[config.mk]
export PLATFORM = sky130hd
export DESIGN_NAME = mrd_sink_fmt_flat
export DESIGN_NICKNAME = d
export VERILOG_FILES = /design/src/rtl/mrd_pkg.sv /design/src/rtl/mrd_sink_fmt_if.sv /design/src/rtl/mrd_bank_addr_gen.sv /design/src/rtl/mrd_sink_fmt.sv /design/src/flat_wrapper.sv
export SDC_FILE = /design/constraint.sdc
export NUM_CORES = 1
export LEC_CHECK = 0
export CORE_ASPECT_RATIO = 0.5
export CORE_UTILIZATION = 48
export DETAILED_ROUTE_END_ITERATION = 7
export MAX_ROUTING_LAYER = met4
export PLACE_DENSITY = 0.78
export SLEW_MARGIN = 20
export SYNTH_ARGS = -nofsm -noshare
export SYNTH_HDL_FRONTEND = slang
export SYNTH_HIERARCHICAL = 1
export SYNTH_SLANG_ARGS = --single-unit
[constraint.sdc]
create_clock -name clk -period 4.35 [get_ports clk]
set_input_delay 1.305 -clock clk [delete_from_list [all_inputs] [get_ports clk]]
set_output_delay 1.305 -clock clk [all_outputs]
set_load 0.01 [all_outputs]
[src/rtl/mrd_pkg.sv]
// Shared types and widths for the mixed-radix DFT sink path.
package mrd_pkg;

  localparam int unsigned MRD_PTS_W  = 12;
  localparam int unsigned MRD_DW     = 18;
  localparam int unsigned MRD_AW     = 10;
  localparam int unsigned MRD_BANK_W = 3;

  typedef enum logic [1:0] {IDLE, RUN, DISCARD} sink_state_t;

  // One bank write: bank index, bank address, sample real/imag.
  typedef struct packed {
    logic [MRD_BANK_W-1:0] bank;
    logic [MRD_AW-1:0]     addr;
    logic [MRD_DW-1:0]     re;
    logic [MRD_DW-1:0]     im;
  } mrd_wr_t;

endpackage

[src/rtl/mrd_sink_fmt_if.sv]
// Streaming sample source interface feeding mrd_sink_fmt.
interface mrd_sink_fmt_if #(
  parameter int unsigned DW    = 18,
  parameter int unsigned PTS_W = 12
);
  logic             in_valid;
  logic             in_sop;
  logic             in_eop;
  logic [DW-1:0]    in_real;
  logic [DW-1:0]    in_imag;
  logic [PTS_W-1:0] in_dftpts;
  logic             in_inverse;
  logic             in_ready;

  modport master (
    output in_valid, in_sop, in_eop, in_real, in_imag, in_dftpts, in_inverse,
    input  in_ready
  );

  modport slave (
    input  in_valid, in_sop, in_eop, in_real, in_imag, in_dftpts, in_inverse,
    output in_ready
  );
endinterface

[src/rtl/mrd_bank_addr_gen.sv]
// Bank/address wrap counter: bank cycles 0..NUM_BANKS-1, addr advances on each wrap.
module mrd_bank_addr_gen #(
  parameter int unsigned NUM_BANKS = 5,
  parameter int unsigned AW        = 10
) (
  input  logic          clk,
  input  logic          rst,
  input  logic          clr_i,
  input  logic          inc_i,
  output logic [2:0]    bank_o,
  output logic [AW-1:0] addr_o
);

  localparam logic [2:0] LastBank = 3'(NUM_BANKS - 1);

  logic [2:0]    bank_q, bank_d, bank_base;
  logic [AW-1:0] addr_q, addr_d, addr_base;

  // clr and inc together means "position after index 0".
  always_comb begin
    bank_base = clr_i ? '0 : bank_q;
    addr_base = clr_i ? '0 : addr_q;
    bank_d    = bank_base;
    addr_d    = addr_base;
    if (inc_i) begin
      if (bank_base == LastBank) begin
        bank_d = '0;
        addr_d = addr_base + 1'b1;
      end else begin
        bank_d = bank_base + 1'b1;
      end
    end
  end

  always_ff @(posedge clk) begin
    if (rst) begin
      bank_q <= '0;
      addr_q <= '0;
    end else begin
      bank_q <= bank_d;
      addr_q <= addr_d;
    end
  end

  assign bank_o = bank_q;
  assign addr_o = addr_q;

endmodule

[src/rtl/mrd_sink_fmt.sv]
// Sink front-end: frames streaming samples, maps index n to bank/addr, reports status.
// Optional error counter enabled by defining MRD_SINK_ERRCNT_EN.
module mrd_sink_fmt
  import mrd_pkg::*;
#(
  parameter int unsigned DW        = 18,
  parameter int unsigned NUM_BANKS = 5,
  parameter int unsigned PTS_MIN   = 12,
  parameter int unsigned AW        = 10
) (
  input  logic                 clk,
  input  logic                 rst,
  mrd_sink_fmt_if.slave        in_if,
  input  logic                 mem_busy,
  output logic                 wr_en,
  output logic [2:0]           wr_bank,
  output logic [AW-1:0]        wr_addr,
  output logic [DW-1:0]        wr_real,
  output logic [DW-1:0]        wr_imag,
  output logic                 stat_sink_sop,
  output logic [MRD_PTS_W-1:0] stat_dftpts,
  output logic                 stat_inverse,
  output logic                 stat_sink_ongoing,
  output logic                 frame_done,
  output logic                 err_len,
  output logic                 err_sop,
  output logic                 err_pts
`ifdef MRD_SINK_ERRCNT_EN
  ,
  input  logic                 err_clr,
  output logic [15:0]          err_cnt
`endif
);

  localparam int unsigned PtsMax = NUM_BANKS << AW;

  sink_state_t          state_q, state_d;
  logic [MRD_PTS_W-1:0] n_q, n_d, dftpts_q, dftpts_d;
  logic                 inverse_q, inverse_d;
  logic                 accept, pts_ok, last_beat, start, wr;
  logic [2:0]           gen_bank;
  logic [AW-1:0]        gen_addr;
  mrd_wr_t              wr_q;
  logic                 wr_en_q, sink_sop_q, ongoing_q, ongoing_d;
  logic                 frame_done_q, frame_done_d;
  logic                 err_len_q, err_len_d, err_sop_q, err_sop_d, err_pts_q, err_pts_d;

  assign in_if.in_ready = !rst && ((state_q == DISCARD) || !mem_busy);
  assign accept         = in_if.in_valid && in_if.in_ready;
  assign pts_ok         = (32'(in_if.in_dftpts) >= PTS_MIN) && (32'(in_if.in_dftpts) <= PtsMax);
  assign last_beat      = (n_q == dftpts_q - 1'b1);

  always_comb begin
    state_d      = state_q;
    n_d          = n_q;
    dftpts_d     = dftpts_q;
    inverse_d    = inverse_q;
    start        = 1'b0;
    wr           = 1'b0;
    frame_done_d = 1'b0;
    err_len_d    = 1'b0;
    err_sop_d    = 1'b0;
    err_pts_d    = 1'b0;
    if (accept) begin
      if (in_if.in_sop) begin
        // A sop restarts framing from any state; err_pts outranks err_sop.
        err_sop_d = (state_q == RUN) && pts_ok;
        if (pts_ok) begin
          start     = 1'b1;
          wr        = 1'b1;
          dftpts_d  = in_if.in_dftpts;
          inverse_d = in_if.in_inverse;
          n_d       = MRD_PTS_W'(1);
          if (in_if.in_eop) begin
            state_d   = IDLE;
            err_len_d = !err_sop_d;
          end else begin
            state_d = RUN;
          end
        end else begin
          err_pts_d = 1'b1;
          state_d   = in_if.in_eop ? IDLE : DISCARD;
        end
      end else begin
        case (state_q)
          RUN: begin
            wr  = 1'b1;
            n_d = n_q + 1'b1;
            if (in_if.in_eop) begin
              state_d = IDLE;
              if (last_beat) frame_done_d = 1'b1;
              else           err_len_d    = 1'b1;
            end else if (last_beat) begin
              err_len_d = 1'b1;
              state_d   = DISCARD;
            end
          end
          DISCARD: if (in_if.in_eop) state_d = IDLE;
          default: ;
        endcase
      end
    end
    ongoing_d = (state_d == RUN) || frame_done_d;
  end

  mrd_bank_addr_gen #(
    .NUM_BANKS(NUM_BANKS),
    .AW       (AW)
  ) u_bank_addr_gen (
    .clk   (clk),
    .rst   (rst),
    .clr_i (start),
    .inc_i (wr),
    .bank_o(gen_bank),
    .addr_o(gen_addr)
  );

  always_ff @(posedge clk) begin
    if (rst) begin
      state_q      <= IDLE;
      n_q          <= '0;
      dftpts_q     <= '0;
      inverse_q    <= 1'b0;
      wr_q         <= '0;
      wr_en_q      <= 1'b0;
      sink_sop_q   <= 1'b0;
      ongoing_q    <= 1'b0;
      frame_done_q <= 1'b0;
      err_len_q    <= 1'b0;
      err_sop_q    <= 1'b0;
      err_pts_q    <= 1'b0;
    end else begin
      state_q      <= state_d;
      n_q          <= n_d;
      dftpts_q     <= dftpts_d;
      inverse_q    <= inverse_d;
      wr_en_q      <= wr;
      sink_sop_q   <= start;
      ongoing_q    <= ongoing_d;
      frame_done_q <= frame_done_d;
      err_len_q    <= err_len_d;
      err_sop_q    <= err_sop_d;
      err_pts_q    <= err_pts_d;
      if (wr) begin
        wr_q.bank <= start ? '0 : gen_bank;
        wr_q.addr <= start ? '0 : gen_addr;
        wr_q.re   <= in_if.in_real;
        wr_q.im   <= in_if.in_imag;
      end
    end
  end

  assign wr_en             = wr_en_q;
  assign wr_bank           = wr_q.bank;
  assign wr_addr           = wr_q.addr;
  assign wr_real           = wr_q.re;
  assign wr_imag           = wr_q.im;
  assign stat_sink_sop     = sink_sop_q;
  assign stat_dftpts       = dftpts_q;
  assign stat_inverse      = inverse_q;
  assign stat_sink_ongoing = ongoing_q;
  assign frame_done        = frame_done_q;
  assign err_len           = err_len_q;
  assign err_sop           = err_sop_q;
  assign err_pts           = err_pts_q;

`ifdef MRD_SINK_ERRCNT_EN
  logic [15:0] err_cnt_q;
  logic [16:0] err_sum;

  assign err_sum = {1'b0, err_cnt_q} + 17'(err_len_q) + 17'(err_sop_q) + 17'(err_pts_q);

  always_ff @(posedge clk) begin
    if (rst || err_clr)  err_cnt_q <= '0;
    else if (err_sum[16]) err_cnt_q <= 16'hFFFF;
    else                  err_cnt_q <= err_sum[15:0];
  end

  assign err_cnt = err_cnt_q;
`endif

endmodule

[src/flat_wrapper.sv]
// flat-port wrapper written by rule: the top's interface ports become plain ports
module mrd_sink_fmt_flat import mrd_pkg::*;
#(
  parameter int unsigned DW        = 18,
  parameter int unsigned NUM_BANKS = 5,
  parameter int unsigned PTS_MIN   = 12,
  parameter int unsigned AW        = 10
)
  (clk, rst, mem_busy, wr_en, wr_bank, wr_addr, wr_real, wr_imag, stat_sink_sop, stat_dftpts, stat_inverse, stat_sink_ongoing, frame_done, err_len, err_sop, err_pts, in_if_in_valid, in_if_in_sop, in_if_in_eop, in_if_in_real, in_if_in_imag, in_if_in_dftpts, in_if_in_inverse, in_if_in_ready);
  mrd_sink_fmt_if #(.DW(DW), .PTS_W(12)) in_if_i ();
  input  logic clk;
  input  logic rst;
  input  logic mem_busy;
  output logic wr_en;
  output logic [2:0] wr_bank;
  output logic [AW-1:0] wr_addr;
  output logic [DW-1:0] wr_real;
  output logic [DW-1:0] wr_imag;
  output logic stat_sink_sop;
  output logic [MRD_PTS_W-1:0] stat_dftpts;
  output logic stat_inverse;
  output logic stat_sink_ongoing;
  output logic frame_done;
  output logic err_len;
  output logic err_sop;
  output logic err_pts;
  input wire logic [$bits(in_if_i.in_valid)-1:0] in_if_in_valid;
  input wire logic [$bits(in_if_i.in_sop)-1:0] in_if_in_sop;
  input wire logic [$bits(in_if_i.in_eop)-1:0] in_if_in_eop;
  input wire logic [$bits(in_if_i.in_real)-1:0] in_if_in_real;
  input wire logic [$bits(in_if_i.in_imag)-1:0] in_if_in_imag;
  input wire logic [$bits(in_if_i.in_dftpts)-1:0] in_if_in_dftpts;
  input wire logic [$bits(in_if_i.in_inverse)-1:0] in_if_in_inverse;
  output wire logic [$bits(in_if_i.in_ready)-1:0] in_if_in_ready;
  assign in_if_i.in_valid = in_if_in_valid;
  assign in_if_i.in_sop = in_if_in_sop;
  assign in_if_i.in_eop = in_if_in_eop;
  assign in_if_i.in_real = in_if_in_real;
  assign in_if_i.in_imag = in_if_in_imag;
  assign in_if_i.in_dftpts = in_if_in_dftpts;
  assign in_if_i.in_inverse = in_if_in_inverse;
  assign in_if_in_ready = in_if_i.in_ready;
  mrd_sink_fmt #(.DW(DW), .NUM_BANKS(NUM_BANKS), .PTS_MIN(PTS_MIN), .AW(AW)) u_core (.clk(clk), .rst(rst), .in_if(in_if_i), .mem_busy(mem_busy), .wr_en(wr_en), .wr_bank(wr_bank), .wr_addr(wr_addr), .wr_real(wr_real), .wr_imag(wr_imag), .stat_sink_sop(stat_sink_sop), .stat_dftpts(stat_dftpts), .stat_inverse(stat_inverse), .stat_sink_ongoing(stat_sink_ongoing), .frame_done(frame_done), .err_len(err_len), .err_sop(err_sop), .err_pts(err_pts));
endmodule
==> results.sh, run 1 <==
export IMPL_rows=24
export IMPL_worstPathArrival_ns=2.51
export IMPL_finalClockSkew_ns=0.003302
export IMPL_synth_ff_type="dfxtp_1"
export IMPL_startpoint_type="input port"
export IMPL_yosysSeqAreaShare=0.4434
export IMPL_grtUsageTotal=0.2424
export IMPL_critPathBufInv=3
export IMPL_first_pass_iters=4
export IMPL_cp_end_kind="primary output"
export IMPL_antenna_left=0
export IMPL_cts_tree="built"
export IMPL_yosysTopAreaCellShare=0.4434
export IMPL_core_um2=8738
export IMPL_yosys_warnings=6
export IMPL_hold_viol_final=0
export IMPL_hold_class="reg2reg"
export IMPL_wl_per_cell_um=14.01
export IMPL_synth_area_per_cell_um2=8.271
export IMPL_synth_cell_types=54
export IMPL_synth_cells=524
export IMPL_worst_path_max_delay_cell="clkdlybuf4s50_1"
export IMPL_clock_sinks=96
export IMPL_stdcell_count=755
export IMPL_cpPeakStageDelay_ns=0.54
export IMPL_clockBufferDepth=2
export IMPL_num_vias=4000
export IMPL_place_inst=740
export IMPL_synthTopCellsByArea="dfxtp_1, nand2_1, a21oi_1, xnor2_1, mux2i_1"
export IMPL_max_cap_violations=0
export IMPL_cts_root_buf="clkbuf_16"
export IMPL_tightest_slew_ns=0.8547
export IMPL_layout_common_cells="clkdlybuf4s50_1, nand2_1, dfxtp_1, a21oi_1, nor2_1"
export IMPL_crit_chain="clkdlybuf4s50_1 > inv_1 > o21a_1 > clkdlybuf4s50_1"
export IMPL_grt_pass1_vias=3774
export IMPL_drive_gt1_frac=0.05956
export IMPL_drt_iter0_drc=253
export IMPL_area_delta_synth_final_pct=36.43
export IMPL_antenna_cells=0
export IMPL_wl_mm=10.57
export IMPL_ys_ff_latch=96
export IMPL_cp_startpoint="mem_busy"
export IMPL_fin_crit_sh=0.8777
export IMPL_viasPerCell=5.298
export IMPL_worstHoldEndpoint="u_core/wr_real[3]"
export IMPL_slew_headroom=0.4302
export IMPL_dpl_hpwl_mm=7.275
export IMPL_cts_max_level=3
export IMPL_synth_top_area_cell="dfxtp_1"
export IMPL_holdBufCountCts=0
export IMPL_max_freq_ghz=0.2619
export IMPL_die_area_um2=9436
export IMPL_fin_setup_tns_ns=0
export IMPL_post_cts_buffers=0
export IMPL_die_y_um=69.19
export IMPL_drv_slew=0
export IMPL_synth_edf_count=0
export IMPL_fin_crit_ns=3.818
export IMPL_powerDensity_nw_per_um2=314.0
export IMPL_reg2reg_from="u_core/stat_dftpts[0]"
export IMPL_reg2reg_depth=11
export IMPL_finalPower_uw=1857
export IMPL_gp_congestion=0.9275
export IMPL_p_leak_uw=0.002185
export IMPL_rsz0062_at_grt="false"
export IMPL_grt_pass1_wl_mm=17.62
export IMPL_ios=125
export IMPL_insertion_delay_ns=0.34
export IMPL_start_util=0.4960
export IMPL_clkSlewWorstSetupHoldPaths_ns=0.06
export IMPL_required_ns=3.04
export IMPL_crit_type="in2out"
export IMPL_portBuffers=124
export IMPL_hold_depth=2
export IMPL_outcome="finished clean"
export IMPL_grt_max_degree=65
export IMPL_cts_resized=0
export IMPL_synth_nets=587
export IMPL_cts_inserted_buffers=9
export IMPL_overflow=0
export IMPL_crit_family="buffers and inverters"
export IMPL_worstPathMaxFanout=4
export IMPL_path_common_cell="clkdlybuf4s50_1"
export IMPL_final_common_cell="clkdlybuf4s50_1"
export IMPL_die_w_um=136.4
export IMPL_async_flop_share=0
export IMPL_netlist_area_um2=4334
export IMPL_setup_violations_final=0
export IMPL_vdd_ir_drop_max_mv=0.2127
export IMPL_antenna_found_initial=0
export IMPL_hold_start="u_core/wr_real[3]"
export IMPL_drc=0
export IMPL_rrSetupSlack_ns=1.13
export IMPL_crit_reg2reg_capture="u_core/err_len"
export IMPL_nets=697
worst max-delay path by stage:
| stage | to | slack, ns | cells past startpoint |
|---|---|---|---|
| finish | in_if_in_ready | 0.53 | 4 |
| global route | in_if_in_ready | 0.46 | 4 |
| detailed placement | u_core/n_q[10] | 0.44 | 10 |
| floorplan | u_core/u_bank_addr_gen/addr_o[6] | 0.29 | 12 |
| global placement | u_core/n_q[10] | 0.49 | 10 |
| CTS | in_if_in_ready | 0.53 | 4 |
per-layer routing:
metal,GRT usage,wire (um)
met2,0.3717,4728
met4,0.06543,156
met1,0.3112,5020
met3,0.07091,669
met5,-,0
cells in the mapped netlist, drive strengths merged (2+ instances only):
library cell	number
a211oi	2
a21o	6
a21oi	60
a22oi	3
a31oi	2
and2	4
and2b	3
and3	5
and4b	3
buf	7
clkbuf	24
dfxtp	96
ha	8
inv	18
mux2i	18
nand2	114
nand2b	2
nand3	20
nand4	9
nand4b	2
nor2	33
nor3	14
nor4	5
o211ai	5
o21ai	11
o22ai	2
or3	4
or4	3
xnor2	21
xor2	7
through the flow:
| step | instance area [um^2] | hold slack (ns) | util | setup slack (ns) |
|---|---|---|---|---|
| finish | 5913 | 0.4503 | 0.6767 | 0.5319 |
| global route | 5913 | 0.4726 | 0.6767 | 0.4582 |
| CTS | 5913 | 0.4541 | 0.6767 | 0.5278 |
| detailed placement | 5625 | 0.4462 | 0.6438 | 0.4390 |
| global placement | 5625 | 0.4407 | 0.6438 | 0.4912 |
| floorplan | 4334 | 0.4319 | - | 0.2893 |
cells by family after synthesis:
family,count (synthesis),synth area share
multiplexers,19,0.04503
adder cells (fa/ha/maj),8,0.02310
flip-flops,96,0.4434
buffers and inverters,49,0.04821
AO/OA/AOI/OAI,98,0.1311
AND/OR/NAND/NOR,226,0.2526
XOR/XNOR,28,0.05658
tightest hold or removal path, delay by kind of cell (launching register included):
family | cells | cell delay (ns)
flip-flops | 1 | 0.31
AND/OR/NAND/NOR | 1 | 0.05
AO/OA/AOI/OAI | 1 | 0.05
where the power goes:
group	switching, uW	internal, uW
clock	317	455
combinational	83.2	97.6
sequential	10.5	893
final cells by class:
class	instances	area (um^2)
Fill cell	753	2825
Multi-Input combinational cell	379	2208
Sequential cell	96	1922
Timing Repair Buffer	130	1281
Clock buffer	11	242.7
Tap cell	117	146.4
Inverter	18	67.56
Clock inverter	4	45.04
state kept, by name, summed over array words and instances, names as in the netlist, 2 cells and up:
name                           cells
u_core/n_q                        12
u_core/stat_dftpts                12
u_core/state_q                     2
u_core/u_bank_addr_gen/addr_o     10
u_core/u_bank_addr_gen/bank_o      3
u_core/wr_addr                    10
u_core/wr_bank                     3
u_core/wr_imag                    18
u_core/wr_real                    18
Power figures use the tool's default switching activity.
==> run 2, diff against run 1 <==
- CORE_UTILIZATION: 48 -> 51
- PLACE_DENSITY: 0.78 -> 0.82
- clock period: 4.35 -> 4.9 ns (I/O delays scaled with it)
==> run 2 against run 1 <==
First-iteration DRC count is 6.3% higher. Global-route usage is 1.1 points higher. Non-clock buffer count unchanged. Clock skew is essentially flat. Worst hold slack gained 0.00094 ns. Routed wire length up 0.82%. Cell count shrank 0.53%. Core utilization is 5.2 points higher. Sequential power decreased by 11%. Combinational power decreased by 11%. Clock power decreased by 14%.
==> results.sh, run 2 (synthesis results as in run 1) <==
export IMPL_outcome="finished clean"
export IMPL_pwr_share_clk=0.408
export IMPL_antenna_cells=0
export IMPL_hold_class="reg2reg"
export IMPL_cp_end_kind="primary output"
export IMPL_wl_mm=10.66
export IMPL_drive_gt1_frac=0.06103
export IMPL_area_delta_synth_final_pct=36.37
export IMPL_rows=23
export IMPL_worstPathArrival_ns=2.66
export IMPL_cts_resized=0
export IMPL_crit_type="in2out"
export IMPL_clkSlewWorstSetupHoldPaths_ns=0.06
export IMPL_final_area_um2=5911
export IMPL_cpPeakStageDelay_ns=0.47
export IMPL_grtUsageTotal=0.2536
export IMPL_seqPwrFrac=0.493
export IMPL_cts_inserted_buffers=9
export IMPL_p_sw_uw=364.3
export IMPL_max_freq_ghz=0.2422
export IMPL_max_cap_violations=0
export IMPL_insertion_delay_ns=0.34
export IMPL_finalClockSkew_ns=0.003009
export IMPL_setup_violations_final=0
export IMPL_internal_power_uw=1263
export IMPL_startpoint_type="input port"
export IMPL_crit_chain="clkdlybuf4s50_1 > inv_1 > o21a_1 > clkdlybuf4s50_1"
export IMPL_holdBufCountCts=0
export IMPL_die_w_um=132.4
export IMPL_gp_congestion=0.9080
export IMPL_first_pass_iters=6
export IMPL_grt_max_degree=65
export IMPL_hold_start="u_core/wr_imag[13]"
export IMPL_antenna_found_initial=0
export IMPL_reg2reg_depth=12
export IMPL_reg2reg_from="u_core/stat_dftpts[0]"
export IMPL_cts_tree="built"
export IMPL_clockBufferDepth=2
export IMPL_viasPerCell=5.318
export IMPL_layout_common_cells="clkdlybuf4s50_1, nand2_1, dfxtp_1, a21oi_1, nor2_1"
export IMPL_crit_reg2reg_capture="u_core/stat_sink_ongoing"
export IMPL_tightest_slew_ns=0.8360
export IMPL_overflow=0
export IMPL_die_area_um2=8893
export IMPL_fin_crit_sh=0.8426
export IMPL_swShare=0.2239
export IMPL_fin_setup_tns_ns=0
export IMPL_required_ns=3.43
export IMPL_placed_area_um2=5619
export IMPL_powerDensity_nw_per_um2=275.3
export IMPL_worstHoldEndpoint="u_core/wr_imag[13]"
export IMPL_cts_root_buf="clkbuf_16"
export IMPL_p_leak_uw=0.002186
export IMPL_clock_sinks=96
export IMPL_drv_slew=0
export IMPL_hold_depth=2
export IMPL_worstPathMaxFanout=4
export IMPL_drt_iter0_drc=269
export IMPL_worst_path_max_delay_cell="clkdlybuf4s50_1"
export IMPL_comb_power_share=0.099
export IMPL_ios=125
export IMPL_post_cts_buffers=0
export IMPL_wl_per_cell_um=14.20
export IMPL_drc=0
export IMPL_dpl_hpwl_mm=7.428
export IMPL_vdd_ir_drop_max_mv=0.1935
export IMPL_portBuffers=124
export IMPL_rsz0062_at_grt="false"
export IMPL_final_common_cell="clkdlybuf4s50_1"
export IMPL_utilization=0.7283
export IMPL_nFillCells=642
export IMPL_fin_crit_ns=4.129
export IMPL_nets=697
export IMPL_rrSetupSlack_ns=1.68
export IMPL_grt_pass1_vias=3579
export IMPL_antenna_left=0
export IMPL_cts_max_level=3
export IMPL_grt_pass1_wl_mm=17.09
export IMPL_path_common_cell="clkdlybuf4s50_1"
export IMPL_start_util=0.5341
export IMPL_die_y_um=67.19
export IMPL_core_um2=8115
export IMPL_hold_viol_final=0
export IMPL_slew_headroom=0.4427
export IMPL_num_vias=3994
-- run 2: cell types whose count changed in the layout (fill, tap and decap cells not counted), sizes merged --
| cell | change |
|---|---|
| bufinv | -1 |
| clkbuf | +2 |
-- run 2: power by group through the flow --
stage / clock network (uW) / registers [uW] / logic (uW)
3_3_place_gp: 0 / 819 / 157
4_1_cts: 684 / 802 / 160
2_1_floorplan: 0 / 823 / 71.4
6_report: 664 / 802 / 161
3_5_place_dp: 0 / 820 / 159
5_1_grt: 713 / 803 / 175
-- run 2: critical path: cells and delay by family --
| kind | cells | cell delay [ns] |
|---|---|---|
| AO/OA/AOI/OAI | 1 | 0.20 |
| buffers and inverters | 3 | 0.99 |
-- run 2: worst max-delay path by stage --
stage / depth (start not counted) / startpoint / endpoint
finish: 4 / mem_busy / in_if_in_ready
floorplan: 12 / rst / u_core/u_bank_addr_gen/addr_o[6]
detailed placement: 10 / in_if_in_dftpts[6] / u_core/u_bank_addr_gen/addr_o[6]
global route: 9 / in_if_in_sop / u_core/u_bank_addr_gen/addr_o[6]
global placement: 10 / in_if_in_dftpts[6] / u_core/u_bank_addr_gen/addr_o[6]
CTS: 10 / in_if_in_dftpts[6] / u_core/u_bank_addr_gen/addr_o[6]
-- run 2: area by class of cell --
type / count / area (um^2) / share of cell area
Clock buffer: 13 / 270.3 / 0.04572
Clock inverter: 3 / 15.01 / 0.002540
Inverter: 18 / 67.56 / 0.01143
Multi-Input combinational cell: 379 / 2215 / 0.3747
Sequential cell: 96 / 1922 / 0.3251
Tap cell: 112 / 140.1 / 0.02371
Timing Repair Buffer: 130 / 1281 / 0.2168
-- run 2: layer usage --
metal  global-route usage  wire [um]  vias up
met2               0.4099       5022      129
met4              0.08190        128        0
met3              0.06907        730       15
met5                    -          0        -
li1                     -          -     2005
met1               0.3129       4780     1845
-- run 2: stage by stage --
| stage | worst slack (ns) | power (uW) | hold WS (ns) | std cells |
|---|---|---|---|---|
| after global placement | 0.3098 | 976.3 | 0.4400 | 735 |
| final | 0.7712 | 1627 | 0.4513 | 751 |
| after CTS | 0.5310 | 1647 | 0.4539 | 751 |
| after floorplan | 0.6743 | 894.7 | 0.4319 | 524 |
| after detailed placement | 0.1589 | 979.0 | 0.4457 | 735 |
| after global routing | 0.6658 | 1691 | 0.4750 | 751 |
